File: src/rtl/id_stage_pipelined.sv
// Pipelined MIPS decode stage: register file, control decode, immediate extension and ID/EX
// register with fetch handshake, stall/flush and load-use bubbling. Optional: ID_WB_BYPASS_EN.
module id_stage_pipelined #(
    parameter int unsigned DATA_W   = 32,
    parameter int unsigned NUM_REGS = 32,
    parameter int unsigned PC_W     = 32,
    localparam int unsigned ADDR_W  = $clog2(NUM_REGS)
) (
    input  logic              clk,
    input  logic              rst,
    input  logic              if_valid,
    input  logic [31:0]       if_instruction,
    input  logic [PC_W-1:0]   if_pc_next,
    output logic              id_ready,
    input  logic              ex_stall,
    input  logic              flush,
    input  logic              wb_reg_write,
    input  logic [ADDR_W-1:0] wb_write_register,
    input  logic [DATA_W-1:0] wb_write_data,
    output logic              ex_valid,
    output logic [ADDR_W-1:0] ex_rs,
    output logic [ADDR_W-1:0] ex_rt,
    output logic [ADDR_W-1:0] ex_rd,
    output logic [DATA_W-1:0] ex_imm_ext,
    output logic [DATA_W-1:0] ex_read_data1,
    output logic [DATA_W-1:0] ex_read_data2,
    output logic [PC_W-1:0]   ex_pc_next,
    output logic              ex_RegDst,
    output logic              ex_RegWrite,
    output logic              ex_ALUSrc,
    output logic              ex_MemWrite,
    output logic              ex_MemRead,
    output logic              ex_MemToReg,
    output logic              ex_Branch,
    output logic [1:0]        ex_load_mode,
    output logic [2:0]        ex_ALUOp,
    output logic              hazard_stall
);

    localparam logic [5:0] OpRtype = 6'h00;
    localparam logic [5:0] OpLw    = 6'h23;
    localparam logic [5:0] OpLh    = 6'h21;
    localparam logic [5:0] OpLb    = 6'h20;
    localparam logic [5:0] OpSw    = 6'h2B;
    localparam logic [5:0] OpBeq   = 6'h04;
    localparam logic [5:0] OpAddi  = 6'h08;
    localparam logic [5:0] OpAndi  = 6'h0C;
    localparam logic [5:0] OpOri   = 6'h0D;
    localparam logic [5:0] OpSlti  = 6'h0A;

    typedef struct packed {
        logic              valid;
        logic              reg_dst;
        logic              reg_write;
        logic              alu_src;
        logic              mem_write;
        logic              mem_read;
        logic              mem_to_reg;
        logic              branch;
        logic [1:0]        load_mode;
        logic [2:0]        alu_op;
        logic [ADDR_W-1:0] rs;
        logic [ADDR_W-1:0] rt;
        logic [ADDR_W-1:0] rd;
        logic [DATA_W-1:0] imm_ext;
        logic [DATA_W-1:0] rdata1;
        logic [DATA_W-1:0] rdata2;
        logic [PC_W-1:0]   pc_next;
    } id_ex_t;

    function automatic logic idx_ok(input logic [ADDR_W-1:0] idx);
        return 32'(idx) < NUM_REGS;
    endfunction

    logic [DATA_W-1:0] regs [NUM_REGS];
    id_ex_t            ex_q, ex_d, dec;
    logic [5:0]        opcode;
    logic [ADDR_W-1:0] rs, rt, rd;
    logic              zero_ext, uses_rt, hazard;

    assign opcode = if_instruction[31:26];
    assign rs     = if_instruction[21 +: ADDR_W];
    assign rt     = if_instruction[16 +: ADDR_W];
    assign rd     = if_instruction[11 +: ADDR_W];

    always_ff @(posedge clk or posedge rst) begin
        if (rst) begin
            for (int unsigned i = 0; i < NUM_REGS; i++) begin
                regs[i] <= '0;
            end
        end else if (wb_reg_write && wb_write_register != '0 && idx_ok(wb_write_register)) begin
            regs[wb_write_register] <= wb_write_data;
        end
    end

    always_comb begin
        dec          = '0;
        zero_ext     = 1'b0;
        dec.valid    = 1'b1;
        unique case (opcode)
            OpRtype: begin dec.reg_dst = 1'b1; dec.reg_write = 1'b1; dec.alu_op = 3'b010; end
            OpLw, OpLh, OpLb: begin
                dec.reg_write  = 1'b1;
                dec.alu_src    = 1'b1;
                dec.mem_read   = 1'b1;
                dec.mem_to_reg = 1'b1;
                dec.load_mode  = (opcode == OpLh) ? 2'b01 : (opcode == OpLb) ? 2'b10 : 2'b00;
            end
            OpSw:   begin dec.alu_src = 1'b1; dec.mem_write = 1'b1; end
            OpBeq:  begin dec.branch = 1'b1; dec.alu_op = 3'b001; end
            OpAddi: begin dec.reg_write = 1'b1; dec.alu_src = 1'b1; end
            OpAndi: begin dec.reg_write = 1'b1; dec.alu_src = 1'b1; dec.alu_op = 3'b011; zero_ext = 1'b1; end
            OpOri:  begin dec.reg_write = 1'b1; dec.alu_src = 1'b1; dec.alu_op = 3'b100; zero_ext = 1'b1; end
            OpSlti: begin dec.reg_write = 1'b1; dec.alu_src = 1'b1; dec.alu_op = 3'b101; end
            default: ;
        endcase
        dec.rs      = rs;
        dec.rt      = rt;
        dec.rd      = rd;
        dec.pc_next = if_pc_next;
        dec.imm_ext = zero_ext ? {{(DATA_W-16){1'b0}}, if_instruction[15:0]}
                               : {{(DATA_W-16){if_instruction[15]}}, if_instruction[15:0]};
        if (rs != '0 && idx_ok(rs)) dec.rdata1 = regs[rs];
        if (rt != '0 && idx_ok(rt)) dec.rdata2 = regs[rt];
`ifdef ID_WB_BYPASS_EN
        // Write-first: a same-cycle writeback is visible to this decode.
        if (wb_reg_write && rs != '0 && idx_ok(rs) && wb_write_register == rs) begin
            dec.rdata1 = wb_write_data;
        end
        if (wb_reg_write && rt != '0 && idx_ok(rt) && wb_write_register == rt) begin
            dec.rdata2 = wb_write_data;
        end
`endif
    end

    // rt is a source only for R-type, beq and sw; elsewhere it is the destination.
    assign uses_rt = (opcode == OpRtype) || (opcode == OpBeq) || (opcode == OpSw);
    assign hazard  = ex_q.valid && ex_q.mem_read && (ex_q.rt != '0) && if_valid &&
                     ((ex_q.rt == rs) || (uses_rt && ex_q.rt == rt));

    assign id_ready     = !rst && !ex_stall && !hazard;
    assign hazard_stall = hazard && !ex_stall && !flush;

    always_comb begin
        ex_d = ex_q;
        if (flush) begin
            ex_d = '0;
        end else if (ex_stall) begin
            ex_d = ex_q;
        end else if (hazard || !if_valid) begin
            ex_d = '0;
        end else begin
            ex_d = dec;
        end
    end

    always_ff @(posedge clk or posedge rst) begin
        if (rst) begin
            ex_q <= '0;
        end else begin
            ex_q <= ex_d;
        end
    end

    assign ex_valid      = ex_q.valid;
    assign ex_rs         = ex_q.rs;
    assign ex_rt         = ex_q.rt;
    assign ex_rd         = ex_q.rd;
    assign ex_imm_ext    = ex_q.imm_ext;
    assign ex_read_data1 = ex_q.rdata1;
    assign ex_read_data2 = ex_q.rdata2;
    assign ex_pc_next    = ex_q.pc_next;
    assign ex_RegDst     = ex_q.reg_dst;
    assign ex_RegWrite   = ex_q.reg_write;
    assign ex_ALUSrc     = ex_q.alu_src;
    assign ex_MemWrite   = ex_q.mem_write;
    assign ex_MemRead    = ex_q.mem_read;
    assign ex_MemToReg   = ex_q.mem_to_reg;
    assign ex_Branch     = ex_q.branch;
    assign ex_load_mode  = ex_q.load_mode;
    assign ex_ALUOp      = ex_q.alu_op;

endmodule

File: config.mk
export PLATFORM = sky130hd
export DESIGN_NAME = id_stage_pipelined
export DESIGN_NICKNAME = d
export VERILOG_FILES = /design/src/rtl/id_stage_pipelined.sv
export SDC_FILE = /design/constraint.sdc
export NUM_CORES = 2
export LEC_CHECK = 0
export BUFFER_PORTS_ARGS = -buffer_cell sky130_fd_sc_hd__buf_2
export CAP_MARGIN = 0
export CORE_MARGIN = 2
export CORE_UTILIZATION = 55
export CTS_BUF_LIST = sky130_fd_sc_hd__clkbuf_8
export CTS_CLUSTER_DIAMETER = 100
export DETAILED_ROUTE_END_ITERATION = 8
export PLACE_DENSITY = 0.7
export SYNTH_ARGS = -nofsm -noshare
export SYNTH_HDL_FRONTEND = slang
export SYNTH_SLANG_ARGS = --single-unit
File: constraint.sdc
create_clock -name clk -period 97.9 [get_ports clk]
set_input_delay 19.58 -clock clk [delete_from_list [all_inputs] [get_ports clk]]
set_output_delay 19.58 -clock clk [all_outputs]
set_load 0.03 [all_outputs]
Word-level counts from Yosys, hierarchy flattened
Cells that the tools add are included.
- bits in latches: 0
- output and inout port bits: 158
- bits in read-only memories: 0
- memories: 0
- bits in writable memories: 0
- register bits after elaboration: 1180
- word-level logic and storage cells: 123
- shift operators: 0
- reductions and logical operators: 29
- equality and inequality tests: 12
- add/sub/neg operators: 0
- bitwise operators: 3
- divide/modulo/power cells: 0
- order comparisons: 4
- muxes and demuxes: 26
- multipliers: 0
- operator list (kind ; number):
    1024-bit bitwise mux ; 1
    156-bit 2-to-1 mux ; 3
    32-bit binary-select mux with 5-bit select ; 2
    32-bit 2-to-1 mux ; 8
    32-bit demux with 5-bit select ; 1
    6-bit by 4-bit equality test with 1-bit output, second input constant ; 4
    6-bit equality test, second input constant ; 4
    5-bit nonzero test ; 4
    6-bit >= comparator, second input constant ; 3
    5-bit inverter with 6-bit output ; 3
    8-bit OR reduction ; 2
    3-bit one-hot mux with 5 select lines ; 1
    1-bit logical AND ; 11
    5-bit equality test ; 2
    2-bit 2-to-1 mux ; 4
    6-bit by 3-bit equality test with 1-bit output, second input constant ; 1
    6-bit zero test ; 1
    6-bit by 1-bit < comparator with 1-bit output, second input constant ; 1
    1-bit 2-to-1 mux ; 6
    1-bit zero test ; 5
    1-bit logical OR ; 4
    3-bit OR reduction ; 1
    2-bit by 1-bit != test with 1-bit output, second input constant ; 1
    2-bit OR reduction ; 1

Longest topological paths before layout
- word-level depth: 10
- mapped depth: 10

Least setup slack after synthesis
Ideal clock, no wire load.
- kind: in2out
- start point: in if_instruction[26]
- end point: out hazard_stall
- stages on the path: 5
- data required time: 78320 ps
- buffers on the path: 1
- path slack: 55995 ps
- data arrival time: 22325 ps
- path through: clkbuf_1 > or2_2 > o32a_1 > or4_1 > a2111oi_0
- cells in the longest elaborated chain, start to end: 8
- ends and longest elaborated chain (item ; line ; text):
    start, declared ; 12 ; input logic [31:0] if_instruction,
    6-bit by 3-bit equality test with 1-bit output or 6-bit zero test (tied branches) ; 137 ; assign uses_rt = (opcode == OpRtype) || (opcode == OpBeq) || (opcode == OpSw);
    1-bit logical OR ; 137 ;
    1-bit logical OR (*) ; 137 ;
    1-bit logical AND (*) ; 139 ; ((ex_q.rt == rs) || (uses_rt && ex_q.rt == rt));
    1-bit logical OR (*) ; 139 ;
    1-bit logical AND (*) ; 138 ; assign hazard = ex_q.valid && ex_q.mem_read && (ex_q.rt != '0) && if_valid &&
    1-bit logical AND (*) (2 in series) ; 142 ; assign hazard_stall = hazard && !ex_stall && !flush;
    end, declared ; 37 ; output logic hazard_stall
Mark *: on every way between the ends. The rest lies on a longest branch, timed or not.

Final worst setup path
- start point: in if_instruction[19]
- end point: out hazard_stall
- cells in the longest elaborated chain, start to end: 6
- ends and longest elaborated chain (item ; line):
    5-bit equality test ; 139
    1-bit logical AND ; 139
    1-bit logical OR ; 139
    1-bit logical AND ; 138
    1-bit logical AND (2 in series) ; 142
No other way between the ends.

==> metrics.txt <==
I/O Buffers 264; Total Wirelength 181 mm; via count 39.7k; Placement Setup Slack 56.46 ns; ys async rst share 100%; switching pwr 0.356 mW; Compound-Gate Fraction of Synth Area 6.31%; pin count of the biggest net entering global routing 171; vias in the first global route 39.8k; final core utilization 61.1%; Yosys reg bits 1159; Die Width 332 µm; CTS root buf clkbuf_8; Slew Viols, Final 0; simple-gate portion of the synthesized area 3.10%; metal2 WL 82.5 mm; Synth-to-Final Area Change 10.3%; Hold Vio Cnt, Final 0; post-synth top area share 49.0%; tightest slew margin relative to the limit 20.2%; core box area 107000 µm²; worst ir drop on vdd 14.2 µV; DIE HEIGHT 332 µm; die footprint 110000 µm²; Worst EP arrival 21.86 ns; final setup fails 0; Clock H-tree levels 4; power density over the cells 19.9 nW/µm²; Synth Area in Adders 0%; Fin Setup TNS 0 ns; first-pass GRT wire length 269 mm; clock sinks 1159; layout cells sized above 1 50.0%; hold slack 0.401 ns; clk buf depth 3; Final period util 42.3%; HPWL after detailed placement 98.9 mm; Netlist Area Pre-Place 59200 µm²; FMAX 0.0241 GHz; HP Class reg -> reg; Gate Count Post-Synth 4019; met3 wire length 17.3 mm; First-pass DRT Iterations 6; post_cts resized 0; Leak 28.9 nW; Wirelength per Cell 32.1 µm; total track usage 33.0%; top routing layer used met5; clock-pin slew on the worst setup and hold paths 0.06 ns; clock skew 0.0337 ns; post-placement cell count 5292; Critical Path Max Stage Delay 0.61 ns; drc violations 0; FILL cells 8110; Commonest cells post-synth dfrtp_1 (1159), mux2_2 (992), mux4_2 (448); Setup Fix Bufs, Post-CTS 0; YS warnings 0; RePlAce Congestion 0.850; WP data required 78.32 ns; initial detailed-routing violation count 4483; CP Cell Sequence buf_2 > xnor2_1 > nand4_1 > or4_1 > a2111oi_0 > buf_2; switch share 27.3%; clock power share 33.4%; nature of the critical path startpoint input port; minimum clock period 41.44 ns; TritonCTS Buffers 190; Finished Layout Cells 5633; unrepaired setup endpoints after global routing no; # rows 120; status finished clean; num ports 265; largest family of logic cells by synthesized area multiplexers; grt ovf 0; clock latency on the worst-skew pair 0.88 ns; MaxCap Viol Count 0; # nets final 4188; initial antenna violation count 5; Yosys top cell by area dfrtp_1; combinational fraction of design power 18.9%; XOR/XNOR Fraction of Synth Area 0.163%; Worst Path Max Fanout 18; Flop pwr share 47.7%; post-synthesis sequential area ratio 49.0%; Least-Margin Pin Slew 1.19 ns; slowest cell on the critical path buf_2; average size of a mapped cell 14.7 µm²; post-route setup slack 56.46 ns; reg-to-reg slack, setup 94.15 ns; Initial Util 55.4%; met1 wire length 75.2 mm; Crit. End Element output port; top cells by area, synth dfrtp_1 (49%), mux2_2 (19%), mux4_2 (17%); crit path kind in -> out; Most used DFF post-synth dfrtp_1; Routed Antenna Nets 0; top-count cell post-synth dfrtp_1; CP most frequent cell buf_2; Post-synth EDFFs 0; syn nets 4126; post-synthesis mux area share 38.2%; P_int 0.946 mW; CTS tree built; via-per-instance ratio 7.05; Yosys cell types 49; CTS Hold Bufs 0
==> critical path: cells and delay by family <==
kind	cells	cell delay (ns)
xor gates and xnor gates	1	0.20
buffers and inverters	2	0.90
and+or+nand+nor	2	0.64
AOI/OAI and AO/OA	1	0.53
==> flip-flops by register name, summed over array words and instances (netlist names), 2 cells and up <==
| name | count |
|---|---|
| ex_read_data1 | 32 |
| ex_imm_ext | 13 |
| ex_load_mode | 2 |
| ex_read_data2 | 32 |
| ex_rd | 4 |
| ex_rs | 5 |
| regs | 1024 |
| ex_rt | 5 |
| ex_ALUOp | 3 |
| ex_pc_next | 32 |
==> cell families (layout without fill, tap and decap cells) <==
group / count (synthesis) / count (layout)
other cells: 0 / 5
buf+inv: 483 / 689
xor+xnor: 11 / 11
compound gates: 467 / 467
flops: 1159 / 1159
mux: 1576 / 1576
simple gates: 323 / 323
==> cell type report <==
| type | count | area, µm² | area share (%) |
|---|---|---|---|
| tap | 1403 | 1760 | 2.69 |
| timing repair buffer | 350 | 2060 | 3.15 |
| sequential | 1159 | 29000 | 44.4 |
| clock inverter | 77 | 370 | 0.567 |
| antenna | 5 | 12.5 | 0.0191 |
| inverter | 3 | 18.8 | 0.0287 |
| multi-input combinational | 2377 | 28600 | 43.7 |
| clock buffer | 259 | 3560 | 5.45 |
==> cell usage in the layout (no fill, tap or decap), types with 56 or more instances in the layout <==
cell,count
dfrtp_1,1159
mux2_2,992
mux4_2,448
clkbuf_8,259
buf_2,256
a22oi_1,178
a221oi_1,174
mux2i_1,136
nand2_1,90
buf_4,85
inv_1,66
a22o_1,62
nand2b_1,59
and4_1,56
==> stage by stage <==
step | instance area, µm² | power, mW
floorplan | 59200 | 0.809
global placement | 61400 | 0.860
detailed placement | 61400 | 0.871
CTS | 65400 | 1.30
global route | 65400 | 1.36
finish | 65400 | 1.30
==> final timing paths <==
check,start,end,depth (start not counted)
min,regs[995],regs[995],0
max in group asynchronous,rst,regs[77],6
min reg2reg,regs[995],regs[995],0
max,if_instruction[19],hazard_stall,6
max reg2reg,ex_rt[2],ex_read_data2[24],8
min in group asynchronous,rst,ex_rs[4],2
==> metal layers <==
metal / GRT usage, % / vias to the layer above
li1: - / 15815
met1: 48.1 / 21417
met2: 49.1 / 2104
met3: 7.62 / 381
met4: 11.5 / 4
met5: 0 / -
==> power groups by stage <==
stage	registers, mW	clock network (mW)	logic, mW
CTS	0.618	0.441	0.245
detailed placement	0.627	0	0.245
finish	0.621	0.435	0.246
global placement	0.621	0	0.239
global route	0.631	0.463	0.263
floorplan	0.614	0	0.196
No activity file was read; power rests on OpenSTA's default activity.
